===== src/rtl/aes_xif_pkg.sv =====
// Shared AES32 XIF definitions: operation encoding, issue-queue entry state,
// entry control struct and the AES32 opcode / funct5 constants that the
// decoder, the issue queue and the execute stage all agree on.
package aes_xif_pkg;

  typedef enum logic [1:0] {
    DSI  = 2'd0,
    DSMI = 2'd1,
    ESI  = 2'd2,
    ESMI = 2'd3
  } aes_op_e;

  typedef enum logic [1:0] {
    IQ_FREE      = 2'd0,
    IQ_ISSUED    = 2'd1,
    IQ_COMMITTED = 2'd2,
    IQ_KILLED    = 2'd3
  } iq_state_e;

  // Fixed-width part of an entry; id and operands are sized by the queue's
  // parameters and are stored next to this struct inside the queue.
  typedef struct packed {
    iq_state_e  state;
    aes_op_e    op;
    logic [1:0] bs;
    logic [4:0] rd;
  } iq_entry_t;

  localparam logic [6:0] AES_OPCODE       = 7'b0110011;
  localparam logic [4:0] AES_FUNCT5_DSI   = 5'b10101;
  localparam logic [4:0] AES_FUNCT5_DSMI  = 5'b10111;
  localparam logic [4:0] AES_FUNCT5_ESI   = 5'b10001;
  localparam logic [4:0] AES_FUNCT5_ESMI  = 5'b10011;

endpackage


===== src/rtl/aes_issue_queue.sv =====
// AES32 issue queue: buffers accepted instructions between XIF issue and the
// AES execute stage. Entries wait for their commit transaction; killed entries
// are dropped silently, committed ones are presented in order with valid/ready.
//
// Ports:
//   clk_i, rst_ni                 clock, asynchronous active-low reset
//   iss_valid_i / iss_ready_o     issue handshake, iss_id/op/bs/rd/rs1/rs2_i payload
//   commit_valid_i, commit_id_i,  XIF commit transaction (kill flag selects drop)
//   commit_kill_i
//   exe_valid_o / exe_ready_i     execute handshake, exe_* carry the head entry
//   count_o                       occupied entries
//   err_o                         sticky: commit matched a younger ISSUED entry
//
// Build option: define AES_IQ_KILL_FLUSH_EN so that a matched kill also kills
// every younger ISSUED entry (pipeline flush). Default: only the matched entry.
module aes_issue_queue
  import aes_xif_pkg::*;
#(
  parameter int unsigned DEPTH    = 4,
  parameter int unsigned ID_WIDTH = 4,
  parameter int unsigned RS_WIDTH = 32
) (
  input  logic                       clk_i,
  input  logic                       rst_ni,
  input  logic                       iss_valid_i,
  output logic                       iss_ready_o,
  input  logic [ID_WIDTH-1:0]        iss_id_i,
  input  logic [1:0]                 iss_op_i,
  input  logic [1:0]                 iss_bs_i,
  input  logic [4:0]                 iss_rd_i,
  input  logic [RS_WIDTH-1:0]        iss_rs1_i,
  input  logic [RS_WIDTH-1:0]        iss_rs2_i,
  input  logic                       commit_valid_i,
  input  logic [ID_WIDTH-1:0]        commit_id_i,
  input  logic                       commit_kill_i,
  output logic                       exe_valid_o,
  input  logic                       exe_ready_i,
  output logic [ID_WIDTH-1:0]        exe_id_o,
  output logic [1:0]                 exe_op_o,
  output logic [1:0]                 exe_bs_o,
  output logic [4:0]                 exe_rd_o,
  output logic [RS_WIDTH-1:0]        exe_rs1_o,
  output logic [RS_WIDTH-1:0]        exe_rs2_o,
  output logic [$clog2(DEPTH):0]     count_o,
  output logic                       err_o
);

  localparam int unsigned PTR_W = $clog2(DEPTH);
  localparam int unsigned CNT_W = PTR_W + 1;

`ifdef AES_IQ_KILL_FLUSH_EN
  localparam bit KillFlush = 1'b1;
`else
  localparam bit KillFlush = 1'b0;
`endif

  iq_entry_t             ctrl_q [DEPTH];
  logic [ID_WIDTH-1:0]   id_q   [DEPTH];
  logic [RS_WIDTH-1:0]   rs1_q  [DEPTH];
  logic [RS_WIDTH-1:0]   rs2_q  [DEPTH];

  logic [PTR_W-1:0] head_q, tail_q, cptr_q;
  logic [CNT_W-1:0] count_q;
  // ISSUED entries are contiguous from cptr_q, so their number fully
  // describes the commit window (cptr_q == tail_q alone is ambiguous).
  logic [CNT_W-1:0] n_iss_q;
  logic             err_q;

  logic      enq, deq;
  logic      cm_oldest, cm_direct, cm_young, flush;
  iq_state_e cm_state;

  assign iss_ready_o = (count_q != CNT_W'(DEPTH));
  assign enq         = iss_valid_i & iss_ready_o;

  assign exe_valid_o = (ctrl_q[head_q].state == IQ_COMMITTED);
  assign deq         = (exe_valid_o & exe_ready_i) | (ctrl_q[head_q].state == IQ_KILLED);

  assign cm_state  = commit_kill_i ? IQ_KILLED : IQ_COMMITTED;
  assign cm_oldest = commit_valid_i && (n_iss_q != '0) && (id_q[cptr_q] == commit_id_i);
  assign cm_direct = commit_valid_i && (n_iss_q == '0) && enq && (iss_id_i == commit_id_i);
  assign flush     = KillFlush && cm_oldest && commit_kill_i;

  always_comb begin
    cm_young = 1'b0;
    for (int unsigned i = 0; i < DEPTH; i++) begin
      if (ctrl_q[i].state == IQ_ISSUED && PTR_W'(i) != cptr_q && id_q[i] == commit_id_i)
        cm_young = 1'b1;
    end
  end

  // Head data is only meaningful while valid; gating keeps idle outputs at 0.
  assign exe_id_o  = exe_valid_o ? id_q[head_q]        : '0;
  assign exe_op_o  = exe_valid_o ? ctrl_q[head_q].op   : '0;
  assign exe_bs_o  = exe_valid_o ? ctrl_q[head_q].bs   : '0;
  assign exe_rd_o  = exe_valid_o ? ctrl_q[head_q].rd   : '0;
  assign exe_rs1_o = exe_valid_o ? rs1_q[head_q]       : '0;
  assign exe_rs2_o = exe_valid_o ? rs2_q[head_q]       : '0;
  assign count_o   = count_q;
  assign err_o     = err_q;

  // Writes below never target the same entry in one cycle: flush touches only
  // ISSUED entries other than cptr, the head being freed is COMMITTED/KILLED,
  // and the tail is FREE whenever it is written.
  always_ff @(posedge clk_i or negedge rst_ni) begin
    if (!rst_ni) begin
      for (int unsigned i = 0; i < DEPTH; i++) ctrl_q[i] <= '0;
      head_q  <= '0;
      tail_q  <= '0;
      cptr_q  <= '0;
      count_q <= '0;
      n_iss_q <= '0;
      err_q   <= 1'b0;
    end else begin
      if (flush) begin
        for (int unsigned i = 0; i < DEPTH; i++) begin
          if (ctrl_q[i].state == IQ_ISSUED && PTR_W'(i) != cptr_q)
            ctrl_q[i].state <= IQ_KILLED;
        end
      end
      if (cm_oldest) ctrl_q[cptr_q].state <= cm_state;
      if (deq) begin
        ctrl_q[head_q].state <= IQ_FREE;
        head_q <= head_q + 1'b1;
      end
      if (enq) begin
        ctrl_q[tail_q] <= '{state: (cm_direct ? cm_state : IQ_ISSUED),
                            op:    aes_op_e'(iss_op_i),
                            bs:    iss_bs_i,
                            rd:    iss_rd_i};
        tail_q <= tail_q + 1'b1;
      end

      if (flush) begin
        cptr_q  <= tail_q;
        n_iss_q <= CNT_W'(enq);
      end else begin
        if (cm_oldest || cm_direct) cptr_q <= cptr_q + 1'b1;
        n_iss_q <= n_iss_q + CNT_W'(enq & ~cm_direct) - CNT_W'(cm_oldest);
      end

      count_q <= count_q + CNT_W'(enq) - CNT_W'(deq);
      if (commit_valid_i && !cm_oldest && cm_young) err_q <= 1'b1;
    end
  end

  always_ff @(posedge clk_i) begin
    if (enq) begin
      id_q[tail_q]  <= iss_id_i;
      rs1_q[tail_q] <= iss_rs1_i;
      rs2_q[tail_q] <= iss_rs2_i;
    end
  end

endmodule


===== config.mk =====
export PLATFORM = sky130hd
export DESIGN_NAME = aes_issue_queue
export DESIGN_NICKNAME = d
export VERILOG_FILES = /design/src/rtl/aes_xif_pkg.sv /design/src/rtl/aes_issue_queue.sv
export SDC_FILE = /design/constraint.sdc
export NUM_CORES = 1
export LEC_CHECK = 0
export CAP_MARGIN = 15
export CORE_MARGIN = 3
export CORE_UTILIZATION = 60
export DETAILED_ROUTE_END_ITERATION = 7
export HOLD_SLACK_MARGIN = 0.02
export PLACE_DENSITY = 0.85
export SKIP_LAST_GASP = 1
export SLEW_MARGIN = 20
export SYNTH_ARGS = -nofsm -noshare
export SYNTH_HDL_FRONTEND = slang
export SYNTH_SLANG_ARGS = --single-unit

===== constraint.sdc =====
create_clock -name clk_i -period 4.3 [get_ports clk_i]
set_input_delay 1.29 -clock clk_i [delete_from_list [all_inputs] [get_ports clk_i]]
set_output_delay 1.29 -clock clk_i [all_outputs]
set_load 0.01 [all_outputs]

==> flow_metrics.py <==
metrics = {
    "clock_tree": {
        "cts.root.buffer_cell": "clkbuf_16",
        "path_clk_slew_ps": 60,
        "cts_num_sinks": 329,
        "htree_levels": 2,
        "clk_latency_ps": 510,
        "numCtsBuffers": 34,
        "cts-hold-fix-buffers": 0,
        "clk_path_buf_depth": 3,
        "cts_tree": "yes",
    },
    "synth": {
        "synth.area.top_cells": "edfxtp_1, mux4_2, dfrtp_1, nor2b_1, mux2_2",
        "synthArstFlopShare": 0.173,
        "yosys-top-cells-count": "edfxtp_1, mux4_2, nor2b_1, dfrtp_1, mux2_2",
        "ys_warn_count": 0,
        "synth_area_leader_cell": "edfxtp_1",
        "syn_nets": 806,
        "synthFlopType": "edfxtp_1",
        "ys_ff_latch": 329,
        "yosysSeqAreaShare": 0.711,
        "synth_top_area_frac": 0.606,
        "ys_types": 33,
        "post-synth-top-count-cell": "edfxtp_1",
        "avgSynthCellArea_um2": 19.2,
        "synthCells": 701,
        "synth_edf_count": 272,
        "syn_area_um2": 13500,
    },
    "power_and_ir_drop": {
        "powerDensity_nw_per_um2": 648,
        "leakagePower_nw": 5.73,
        "p_total_mw": 10.8,
        "ir_drop_v": 0.000436,
    },
    "route": {
        "via_per_inst": 5.95,
        "drtIter0Drc": 404,
        "wl_per_cell_um": 24.2,
        "drt_wl_total_um": 29000,
        "vias": 7123,
        "drc": 0,
        "antenna_left": 0,
        "first_pass_iters": 5,
    },
    "worst_hold_path": {
        "min_path_type": "register to register",
        "hp-start": "ctrl_q[5]$_DFFE_PN0P_",
        "whs_path_depth": 1,
    },
    "global_route": {
        "antenna_found_initial": 2,
        "grt_pass1_wl_um": 44500,
        "grtUsageTotal": 0.242,
        "grt_pass1_vias": 7758,
        "grt-ovfl-total": 0,
        "grt_max_degree": 56,
    },
    "cells_and_area": {
        "drive_above_1_share": 0.220,
        "areaGrowthSynthToFinish_pct": 23.6,
        "nNetsFinal": 997,
        "final_util": 0.759,
        "fillers": 1222,
        "fin_cells": 1197,
    },
    "timing": {
        "relSlewSlack": 0.434,
        "worst_pin_slew_ps": 849,
        "holdWs_ps": 512,
        "finClkSkew_ps": 25.5,
        "tns_ps": 0,
        "period_needed_ps": 4190,
        "setup_viol_count_final": 0,
        "finalMaxSlewViolations": 0,
        "layout_worst_path_cycle_share": 0.975,
        "timing.fmax_mhz": 239,
        "grt_setup_unrepaired": "false",
        "hold_violations": 0,
    },
    "setup_path": {
        "rrSetupSlack_ps": 1250,
        "worstPathRequired_ps": 3010,
        "cp-start-kind": "register",
        "path_class": "register to output pin",
        "cp-end-kind": "output pin",
        "r2r_start": "cptr_q[0]$_DFFE_PN0P_",
        "cp_data_arrival_time_ps": 2900,
        "rr_worst_depth": 12,
        "worstSetupStartpoint": "head_q[0]$_DFFE_PN0N_",
        "critPathMaxFanout": 54,
    },
    "die": {
        "ios": 170,
        "die_w_um": 156,
        "fp-row-count": 54,
        "die-area_um2": 24300,
        "start_util": 0.614,
        "die_h_um": 156,
        "core_area_um2": 22000,
    },
    "placement": {
        "hpwl_um": 17800,
        "dp_cells": 1135,
        "numPortBuffers": 169,
        "globalplace.congestion": 0.879,
    },
    "outcome": {
        "status": "completed",
    },
    "flow_run": {
        "drv_cap": 0,
    },
}
## logic make-up (layout without fill, tap and decap cells)
logic type / after synthesis / in the layout / synth area share
and+or+nand+nor: 133 / 134 / 0.0555
buffers and inverters: 54 / 267 / 0.0160
other: 0 / 2 / 0
adders and majority gates: 18 / 18 / 0.0178
xor gates and xnor gates: 31 / 31 / 0.0212
AOI/OAI and AO/OA: 12 / 12 / 0.00557
muxes: 124 / 124 / 0.172
DFF: 329 / 329 / 0.711
## per-stage QoR
step	cell area (µm²)	setup slack, ps
finish	16700	108
global route	16700	17.2
CTS	16700	68.9
detailed placement	15600	391
global placement	15600	460
floorplan	13500	644
## state kept, by name, indices dropped and copies added, names as in the netlist
name,count
rs2_q,128
tail_q,2
head_q,2
rs1_q,128
id_q,16
err_o,1
count_o,3
n_iss_q,3
ctrl_q,44
cptr_q,2
## metal layers
layer | global-route usage | wire length [µm] | share of wire | up-vias
li1 | - | - | - | 3101
met3 | 0.0433 | 1980 | 0.068 | 55
met1 | 0.304 | 10700 | 0.37 | 3655
met5 | 0 | 0 | 0 | -
met4 | 0.0908 | 919 | 0.032 | 0
met2 | 0.426 | 15400 | 0.53 | 312
## worst max-delay path, stage by stage (launching register included)
cell and delay (ps):
dfrtp_4 460, mux4_2 580, nand2b_4 280, buf_12 260, nor2b_1 220, clkdlybuf4s50_1 580
## area by class of cell
cell class                      instances  area (µm²)  share of cell area
Sequential cell                       329        9600               0.576
Antenna cell                            2        5.00            0.000300
Inverter                               20        80.1             0.00480
Clock inverter                         15        78.8             0.00473
Clock buffer                           44         951              0.0570
Timing Repair Buffer                  188        1920               0.115
Tap cell                              280         350              0.0210
Multi-Input combinational cell        319        3690               0.221
## what timing repair did
item / 4_1_cts / 5_1_grt
hold endpoints to repair: 0 / 0
setup buffers: 0 / 0
endpoints found under the setup margin: 0 / 1
resized for setup: 0 / 0
## report_power, final
part	switching (mW)	internal, mW
Sequential	0.371	4.31
Clock	1.14	1.56
Combinational	1.61	1.83
## placed cells by master (no fill, tap or decap), types with 4 or more instances in the layout
cell type / n
buf_4: 12
ha_1: 16
o22ai_1: 4
nor3_1: 10
buf_12: 7
dfrtp_1: 55
inv_1: 16
clkbuf_16: 36
mux2_2: 36
clkbuf_1: 6
mux2i_1: 4
clkinv_1: 4
xor2_1: 16
mux4_2: 83
edfxtp_1: 272
nor2b_1: 80
clkdlybuf4s50_1: 168
nor2_1: 7
nand3_1: 4
xnor2_1: 13
clkinv_2: 12
nand2_1: 23
## path summary, 6_finish.rpt
path,to
hold / removal,ctrl_q[5]$_DFFE_PN0P_
hold reg to reg,ctrl_q[5]$_DFFE_PN0P_
min in group asynchronous,ctrl_q[18]$_DFFE_PN0P_
max in group asynchronous,head_q[0]$_DFFE_PN0N_
setup reg to reg,n_iss_q[2]$_DFF_PN0_
setup / recovery,exe_rs2_o[24]
Note: power is estimated with default switching activity, not from simulation.
